`config.mk`:
```
export PLATFORM = sky130hd
export DESIGN_NAME = seq_divider
export DESIGN_NICKNAME = d
export VERILOG_FILES = /design/src/rtl/seq_divider.sv
export SDC_FILE = /design/constraint.sdc
export NUM_CORES = 1
export LEC_CHECK = 0
export ABC_CLOCK_PERIOD_IN_PS = 2800
export CAP_MARGIN = 20
export CORE_ASPECT_RATIO = 0.5
export CORE_UTILIZATION = 51
export DETAILED_ROUTE_END_ITERATION = 16
export PLACE_DENSITY = 0.84
export SLEW_MARGIN = 10
export SYNTH_ARGS = -nofsm -noshare
export SYNTH_HDL_FRONTEND = slang
export SYNTH_SLANG_ARGS = --single-unit
```
`constraint.sdc`:
```
create_clock -name clk -period 2.8 [get_ports clk]
set_input_delay 0.42 -clock clk [delete_from_list [all_inputs] [get_ports clk]]
set_output_delay 0.42 -clock clk [all_outputs]
set_load 0.1 [all_outputs]
```
`src/rtl/seq_divider.sv`:
```
// seq_divider: multi-cycle restoring divider serving DIV (signed) and DIVU (unsigned).
// One subtract-and-test step per cycle for WIDTH cycles, then a sign-fixup cycle.
// Quotient truncates toward zero; the remainder takes the sign of the dividend.
//
// Ports:
//   clk      rising-edge clock
//   rst_n    asynchronous active-low reset; aborts any operation in progress
//   start    request, sampled only while busy=0 (also accepted in the done cycle)
//   sign     1 = signed divide, 0 = unsigned; captured with start
//   busA     dividend, captured with start
//   busB     divisor, captured with start
//   busLO    quotient register (all ones on divide by zero)
//   busHI    remainder register (original dividend on divide by zero)
//   busy     operation in progress
//   done     one-cycle pulse, results valid
//   divZero  divisor was zero; valid with done, held until the next done
module seq_divider #(
  parameter int unsigned WIDTH = 32
) (
  input  logic             clk,
  input  logic             rst_n,
  input  logic             start,
  input  logic             sign,
  input  logic [WIDTH-1:0] busA,
  input  logic [WIDTH-1:0] busB,
  output logic [WIDTH-1:0] busLO,
  output logic [WIDTH-1:0] busHI,
  output logic             busy,
  output logic             done,
  output logic             divZero
);

  localparam int unsigned CntW = $clog2(WIDTH);

  typedef enum logic [1:0] {StIdle, StDiv, StFix} stateT;

  stateT            stateQ, stateD;
  logic [CntW-1:0]  cntQ, cntD;
  logic [WIDTH-1:0] remQ, remD;     // partial remainder
  logic [WIDTH-1:0] dvdQ, dvdD;     // dividend magnitude, shifted out as quotient bits shift in
  logic [WIDTH-1:0] divQ, divD;     // divisor magnitude
  logic             qNegQ, qNegD;
  logic             rNegQ, rNegD;
  logic             zeroQ, zeroD;
  logic [WIDTH-1:0] loQ, loD;
  logic [WIDTH-1:0] hiQ, hiD;
  logic             dzQ, dzD;
  logic             doneQ, doneD;

  logic [WIDTH:0]   shifted;
  logic             borrow;
  logic [WIDTH-1:0] trial;

  // State register
  always_ff @(posedge clk or negedge rst_n) begin
    if (!rst_n) begin
      stateQ <= StIdle;
    end else begin
      stateQ <= stateD;
    end
  end

  // Next-state logic
  always_comb begin
    stateD = stateQ;
    unique case (stateQ)
      StIdle:  if (start) stateD = StDiv;
      StDiv:   if (cntQ == '0) stateD = StFix;
      StFix:   stateD = StIdle;
      default: stateD = StIdle;
    endcase
  end

  // FSM outputs
  always_comb begin
    busy = (stateQ != StIdle);
  end

  // The shifted remainder needs WIDTH+1 bits: it can exceed 2^WIDTH-1 when the divisor has its
  // MSB set. When no borrow occurs the difference is below the divisor, so a WIDTH-bit modular
  // subtract yields the exact new remainder.
  always_comb begin
    shifted = {remQ, dvdQ[WIDTH-1]};
    borrow  = shifted < {1'b0, divQ};
    trial   = shifted[WIDTH-1:0] - divQ;
  end

  // Datapath next-state
  always_comb begin
    cntD  = cntQ;
    remD  = remQ;
    dvdD  = dvdQ;
    divD  = divQ;
    qNegD = qNegQ;
    rNegD = rNegQ;
    zeroD = zeroQ;
    loD   = loQ;
    hiD   = hiQ;
    dzD   = dzQ;
    doneD = 1'b0;
    unique case (stateQ)
      StIdle: begin
        if (start) begin
          dvdD  = (sign && busA[WIDTH-1]) ? -busA : busA;
          divD  = (sign && busB[WIDTH-1]) ? -busB : busB;
          qNegD = sign & (busA[WIDTH-1] ^ busB[WIDTH-1]);
          rNegD = sign & busA[WIDTH-1];
          zeroD = (busB == '0);
          remD  = '0;
          cntD  = CntW'(WIDTH - 1);
        end
      end
      StDiv: begin
        dvdD = {dvdQ[WIDTH-2:0], ~borrow};
        remD = borrow ? shifted[WIDTH-1:0] : trial;
        if (cntQ != '0) cntD = cntQ - CntW'(1);
      end
      StFix: begin
        // With a zero divisor the loop leaves |A| in the remainder, so the normal sign fixup
        // already restores the original dividend; only the quotient needs forcing.
        loD   = zeroQ ? '1 : (qNegQ ? -dvdQ : dvdQ);
        hiD   = rNegQ ? -remQ : remQ;
        dzD   = zeroQ;
        doneD = 1'b1;
      end
      default: ;
    endcase
  end

  // Datapath registers
  always_ff @(posedge clk or negedge rst_n) begin
    if (!rst_n) begin
      cntQ  <= '0;
      remQ  <= '0;
      dvdQ  <= '0;
      divQ  <= '0;
      qNegQ <= 1'b0;
      rNegQ <= 1'b0;
      zeroQ <= 1'b0;
      loQ   <= '0;
      hiQ   <= '0;
      dzQ   <= 1'b0;
      doneQ <= 1'b0;
    end else begin
      cntQ  <= cntD;
      remQ  <= remD;
      dvdQ  <= dvdD;
      divQ  <= divD;
      qNegQ <= qNegD;
      rNegQ <= rNegD;
      zeroQ <= zeroD;
      loQ   <= loD;
      hiQ   <= hiD;
      dzQ   <= dzD;
      doneQ <= doneD;
    end
  end

  assign busLO   = loQ;
  assign busHI   = hiQ;
  assign divZero = dzQ;
  assign done    = doneQ;

endmodule

```
=== After elaboration in Yosys (flattened, before gate mapping) ===
Index checks and enable logic that the tools add are counted.
W data, S select, Z words.

* Flip-flop bits (word level): 172
* Bits in latches: 0
* Bits in writable memories: 0
* ROM bits: 0
* Input port bits: 68
* Output and inout bits: 67
* Word-level logic and storage cells: 57
* Memories: 0

* $add $sub $neg: 6
* Multiply operators: 0
* Div/mod/pow operators: 0
* Magnitude comparators: 1
* Equality and inequality tests: 5
* Shift operators: 0
* Mux-type cells: 17
* Bitwise operators: 4
* Reductions and logical operators: 12

{| class="wikitable"
|+ Operators with widths
! kind !! count
|-
| $mux W32 || 8
|-
| $neg A32 Y32 || 4
|-
| $pmux W32 S2 || 2
|-
| $lt A33 B32 Y1 || 1
|-
| $logic_not A32 Y1 || 1
|-
| $sub A32 B32 Y32 || 1
|-
| $mux W5 || 2
|-
| $pmux W5 S2 || 1
|-
| $ne A2 B2 Y1 const B || 3
|-
| $reduce_and A2 Y1 || 3
|-
| $logic_not A5 Y1 || 1
|-
| $reduce_bool A5 Y1 || 1
|-
| $sub A5 B1 Y5 const B || 1
|-
| $mux W2 || 2
|-
| $pmux W2 S2 || 1
|-
| $reduce_bool A2 Y1 || 2
|-
| $reduce_and A3 Y1 || 1
|-
| $and A1 B1 Y1 || 2
|-
| $eq A2 B1 Y1 const B || 1
|-
| $eq A2 B2 Y1 const B || 1
|-
| $logic_and A1 B1 Y1 || 2
|-
| $logic_not A2 Y1 || 1
|-
| $mux W1 || 1
|-
| $not A1 Y1 || 1
|-
| $xor A1 B1 Y1 || 1
|}

=== Depth between registers and ports, before layout ===
* Word-level depth: 4
* Gate-level depth with buffers: 13
* Mapped depth without buffers: 13

=== Worst setup path after synthesis ===
OpenSTA, ideal clock, no wires.

* Path type: register to register
* Start: reg remQ[3]
* End: reg remQ[15]
* Library setup time: 0.132 ns
* Arrival: 2.666 ns
* Data required time: 2.668 ns
* Slack: 0.001 ns
* Stages on the path, launching flop included: 13
* Path buffers: 2
* Period minus slack after synthesis: 2.799 ns
* Cell sequence: dfrtp_1 > ha_1 > a21o_1 > or3_4 > o22ai_4 > o21ai_2 > a311oi_2 > o31ai_2 > a21boi_1 > buf_4 > buf_6 > mux2i_1 > o21ai_1

* Cells in the longest elaborated chain, start to end: 3
* Elaborated cells between the ends (all ways): 4
* Classes of those cells: add/sub (1); order compare (1); mux (2)

{| class="wikitable"
|+ Ends and longest elaborated chain
! what !! line !! source
|-
| from (decl) || 39 || <nowiki>logic [WIDTH-1:0] remQ, remD;</nowiki>
|-
| from (signal assigned) || 146 || <nowiki>remQ <= remD;</nowiki>
|-
| $sub A32 B32 Y32 / $lt A33 B32 Y1 (equally long branches) || 85, 84 ||
|-
| $mux W32 (*) || 115 || <nowiki>remD = borrow ? shifted[WIDTH-1:0] : trial;</nowiki>
|-
| $pmux W32 S2 (*) || 101 || <nowiki>unique case (stateQ)</nowiki>
|}

Every way passes the cells marked *; elsewhere a longest branch is shown, timed or not.
A chain may end at the register's enable or synchronous reset.

=== Worst setup path after layout ===
* Start: reg remQ[14]
* End: reg remQ[15]

Same word-level chain as after synthesis.

==> metrics.yaml <==
synth_fa_ha_area_share_pct: 4.58
synth-async-reset-ratio_pct: 100
synth_top_area_cell: "dfrtp_1"
crit_path_max_fanout: 8
synth_flop_cell: "dfrtp_1"
cap_viol_max_count: 0
fin_ws_ns: 0.00447
portBuffers: 134
synthesis.nets: 1346
antenna_found_initial: 0
synth.avg_cell_area_um2: 8.72
ir_drop_uv: 590
fmax_ghz: 0.358
drt-wirelength-per-cell_um: 17.2
syn_to_final_growth_pct: 28.1
vias: 10100
num-fill-cells: 1558
slew_viol_final: 0
pre_cts_slack_ns: -0.170
core_area_um2: 20600
hpwl_mm: 21.3
cpLargestDelayFamily: "compound AO/OA/AOI/OAI gates"
clock_latency_ns: 0.44
die_height_um: 105
grt_max_degree: 72
std_cell_rows: 37
fin_tns_setup_ns: 0
fin_crit_ns: 2.80
path_common_cell: "buf_12"
worstPathRequired_ns: 3.10
final_nets: 1555
tightest_slew_ns: 0.963
seq_area_frac_synth_pct: 39.8
grt_usage_pct: 27.1
synth_top_area_share_pct: 39.8
root_buffer: "clkbuf_16"
p_per_area_nw_per_um2: 1290
die_x_um: 208
regArea_um2: 4300
grt_pass1_vias: 9688
crit_path_max_incr_delay_ns: 0.42
cp-start-kind: "register"
final_layout_size_suffix_gt1_share_pct: 18.1
cts_tree: "yes"
first_iter_violations: 834
worst_setup_path_end_kind: "register"
yosysWarnings: 0
cts_sinks: 172
worstSetupPathType: "reg -> reg"
diodes: 0
drt-total-wl_mm: 29.8
synth-simple-area-share_pct: 15.3
synth_compound_area_share_pct: 21.6
synth.mux.area_fraction_pct: 2.32
cts_max_path_buffers: 2
crit_chain: "ha_1, a21o_1, o21ba_1, o221a_4, a21oi_4, a311oi_4, o31ai_4, a21boi_4, buf_12, buf_12, mux2i_1, o21ai_1"
grt-ovfl-total: 0
critPathBufInv: 2
setup_viol: 0
netlist_top_cells_area: "dfrtp_1, xor2_1, o21ai_0, nand2_1, ha_1"
synth-seq-cells: 172
grt_pass1_wl_mm: 47.8
postRouteAntennaNets: 0
clkTransAtPathRegs_ns: 0.07
viasPerCell: 5.84
synth_edf_count: 0
syn_area_um2: 10800
hold_buffers: 0
io_pins: 135
clock_skew_ns: 0.00969
die_area_um2: 21800
synth_xor_area_share_pct: 12.1
syn_inst: 1239
static-leakage-power_nw: 6.09
cp_slowest_cell: "dfrtp_1"
finalCritPeriodShare_pct: 99.8
initial_utilization_pct: 52.4
rsz0062_at_grt: "true"
multi_input_area_um2: 6230
synth_top_family_by_area: "compound AO/OA/AOI/OAI gates"
hold_path.class: "in -> async"
numCtsBuffers: 17
ys_types: 67
status: "finished, final reports clean"
cp.arrival_ns: 3.09
gp_congestion: 0.970
relSlewSlack_pct: 35.4
dr.pass1.iters: 5
finalHoldViolations: 0
htreeDepth: 4
drc: 0
## registers in the layout (all words and copies together) (netlist names)
register and flops:
divZero 1, cntQ 5, qNegQ 1, stateQ 2, dvdQ 32, busHI 32
busLO 32, rNegQ 1, divQ 32, remQ 32, done 1, zeroQ 1
## timing repair
item | in CTS | in global routing
resized for setup | 7 | 29
pin swaps | 3 | 18
buffers inserted | 2 | 4
gates cloned | 0 | 3
setup endpoints to repair | 32 | 34
## cell usage in the layout (no fill, tap or decap), drive strengths merged, types with 3 or more instances in the layout
cell           count
a211oi             4
a21o              13
a21oi             81
a22oi             30
a31oi              7
a32oi              6
and2               7
and3               3
buf              184
bufinv             3
clkbuf            20
clkdlybuf4s50     66
clkinv             6
clkinvlp           5
dfrtp            172
ha                38
inv               54
mux2i             25
nand2            166
nand2b             6
nand3             18
nand4              8
nand4b             4
nor2              82
nor2b              5
nor3              17
nor4              15
o21a               3
o21ai            166
o21ba              3
o21bai             3
o31ai             30
o41ai             18
or3               12
or4               11
xnor2             52
xor2              97
## per-stage QoR
step                total power, W  hold slack (ns)  std cells  instance area [µm²]  util [%]
floorplan                   0.0113            0.124       1239                10800         -
global placement            0.0139            0.464       1693                13000      62.8
detailed placement          0.0143            0.458       1693                13000      62.8
CTS                         0.0170           0.0278       1727                13600      65.8
global route                0.0190           0.0522       1734                13800      67.0
finish                      0.0179          0.00653       1734                13800      67.0
## cell type report
type,instances,area share [%]
Multi-Input combinational cell,951,45.0
Clock buffer,18,3.10
Sequential cell,172,31.1
Timing Repair Buffer,252,15.6
Tap cell,273,2.47
Clock inverter,14,1.22
Inverter,54,1.47
## report_power, final
group / leakage [nW] / internal, W / switching [W]
registers: 2.18 / 0.00337 / 0.000965
logic: 3.63 / 0.00497 / 0.00610
clock network: 0.279 / 0.00140 / 0.00106
## worst reg2reg max path: stages, from the launching register on
cell	delay, ns
dfrtp_1	0.42
ha_1	0.26
a21o_1	0.21
o21ba_1	0.26
o221a_4	0.22
a21oi_4	0.07
a311oi_4	0.37
o31ai_4	0.11
a21boi_4	0.18
buf_12	0.15
buf_12	0.15
mux2i_1	0.20
o21ai_1	0.07
## cells by family (layout without fill, tap and decap cells)
group | after synthesis | after routing
xor+xnor | 149 | 149
compound gates | 380 | 380
flops | 172 | 172
simple gates | 358 | 358
fa+ha+maj | 39 | 39
mux | 25 | 25
buf+inv | 116 | 338
## synth_stat cells, drive strengths merged (2+ instances only)
library cell,n
nor3,17
a31o,2
o21bai,3
a221o,2
nand3,18
nand4b,4
o31ai,30
nor2,82
o21ba,3
nand2,166
or4,11
a311oi,2
ha,38
a211oi,4
mux2i,25
buf,6
xnor2,52
nor4,15
nand4,8
inv,52
nor2b,5
a32oi,6
clkinv,2
a22oi,30
and3,3
a21o,13
dfrtp,172
a31oi,7
nand2b,6
o21a,3
a21oi,81
xor2,97
and2,7
o41ai,18
or3,12
a21boi,2
clkbuf,56
o211ai,2
o21ai,166
## layer usage
metal,GRT usage [%],up-vias,wire (µm)
met5,0,-,0
met4,7.94,0,608
met3,4.90,62,1890
met2,45.1,382,14100
met1,36.3,4876,13200
li1,-,4799,-
## path summary, 6_finish.rpt
kind	start	to	slack, ns	depth (start not counted)
max	remQ[14]$_DFFE_PN0P_	remQ[15]$_DFFE_PN0P_	0.004	12
min	rst_n	busHI[31]$_DFFE_PN0P_	0.007	1
max reg2reg	remQ[14]$_DFFE_PN0P_	remQ[15]$_DFFE_PN0P_	0.004	12
min reg2reg	busLO[0]$_DFFE_PN0P_	busLO[0]$_DFFE_PN0P_	0.47	2
max in group asynchronous	rst_n	divQ[16]$_DFFE_PN0P_	2.10	2
min in group clk	busLO[0]$_DFFE_PN0P_	busLO[0]$_DFFE_PN0P_	0.47	2
Note: power is estimated with default switching activity, not from simulation.
==> variant (same flow settings) <==
Set the parameter `WIDTH` to 16 (it was 32).
--- a/src/rtl/seq_divider.sv
+++ b/src/rtl/seq_divider.sv
@@ -16,5 +16,5 @@
 //   divZero  divisor was zero; valid with done, held until the next done
 module seq_divider #(
-  parameter int unsigned WIDTH = 32
+  parameter int unsigned WIDTH = 16
 ) (
   input  logic             clk,
Ports: changed (resized busA, busB, busHI and busLO); port bits go from 135 to 71. The function was not compared with the original's and may differ.
==> variant against the unedited design <==
Utilization down 3.6 points. Wire length down 57%. Setup slack better by 0.17 ns. Design area down 52%. Clock skew down 0.0012 ns. Critical endpoint is now remQ[14]. Area after synthesis down 49%. Sequential cell count down 81.
Power is not shown: default switching activity piles up to over one toggle a cycle in this logic, so the estimate is an artifact.
==> variant: results (changes against the unedited design) <==
Status = finished clean
Post_cts resized = 0 (-7)
Xor and xnor fraction of the mapped netlist area = 10.87% (-1.2 points)
Crit path max fanout = 3 (-5)
Sequential area share after synthesis = 40.95% (+1.1 points)
Cells after synthesis = 649 (-48%)
Complex-gate fraction of the synthesized area = 19.08% (-2.6 points)
Largest net degree at the start of global routing = 51 (-29%)
Worst slack at placement = 0.2257 ns (+0.3954 ns)
CTS Buf Count = 9 (-8)
Die X = 149.7 µm (-28%)
Top cells by count, synth = nand2_1 (104), dfrtp_1 (91), o21ai_0 (68)
Share of cells above drive strength 1 = 9.344% (-8.7 points)
Hpwl dp = 9412 µm (-56%)
Diode count = 0 (unchanged)
Gpl congestion = 0.8674 (-11%)
Post-place instance area = 6312 µm² (-51%)
Drt via density = 5.603 (-4.0%)
Relative max-transition margin = 32.18% (-3.3 points)
CP arrival = 2.81 ns (-0.28 ns)
H-tree levels = 3 (-1)
Multi-input comb cells = 500 (-47%)
GRT Util Overall = 23.53% (-3.6 points)
Fraction of area in registers = 34.48% (+3.4 points)
Number of non-clock buffers = 79 (-69%)
Synth cell types = 49 (-27%)
Clock buffers = 10 (-8)
Syn Nets = 707 (-47%)
Fillers = 880 (-44%)
Fin cells = 857 (-51%)
Vias in the first global route = 4442 (-54%)
First-pass GRT wire length = 20760 µm (-57%)
Inverters, non-clock = 32 (-41%)
Port Buf Inserts = 70 (-48%)
DRT iter0 DRCs = 302 (-64%)
Worst r2r src = dvdQ[15]
Final setup skew = 0.008446 ns (-0.001240 ns)
Final non-clock buffer share = 10.46% (-5.2 points)
Mux cell area share after synthesis = 2.700% (+0.39 points)
Fraction of area in multi-input gates = 46.16% (+1.1 points)
ClkCell Share = 4.433% (+0.11 points)
Area Growth Syn to Fin = 18.79%
Nets = 771 (-50%)
Wire per inst = 14.90 µm (-13%)
Synth area leaders = dfrtp_1 (41%), nand2_1 (7.0%), o21ai_0 (6.1%)
-- variant: critical path, stage by stage (launching register included) --
cell and delay (ns):
dfrtp_1 0.40, inv_1 0.15, ha_1 0.18, inv_1 0.05, fa_1 0.40, a21o_1 0.22, a221oi_2 0.34, o221ai_1 0.22
a21oi_1 0.22, xnor2_1 0.08, mux2i_1 0.13, o21ai_1 0.07
-- variant: worst paths after layout --
kind	to	slack [ns]	cells after the start
setup / recovery	remQ[14]	0.18	11
hold / removal	busHI[3]	0.09	1
setup reg to reg	remQ[14]	0.18	11
hold reg to reg	busLO[0]	0.47	2
max in group asynchronous	divQ[10]	2.05	2
min in group clk	busLO[0]	0.47	2
-- variant: per-layer routing --
| metal | up-vias | routed length [µm] | GRT usage [%] |
|---|---|---|---|
| li1 | 2381 | - | - |
| met1 | 2297 | 5755 | 29.09 |
| met2 | 105 | 6297 | 42.39 |
| met3 | 19 | 544 | 4.731 |
| met4 | 0 | 174 | 7.407 |
| met5 | - | 0 | 0 |
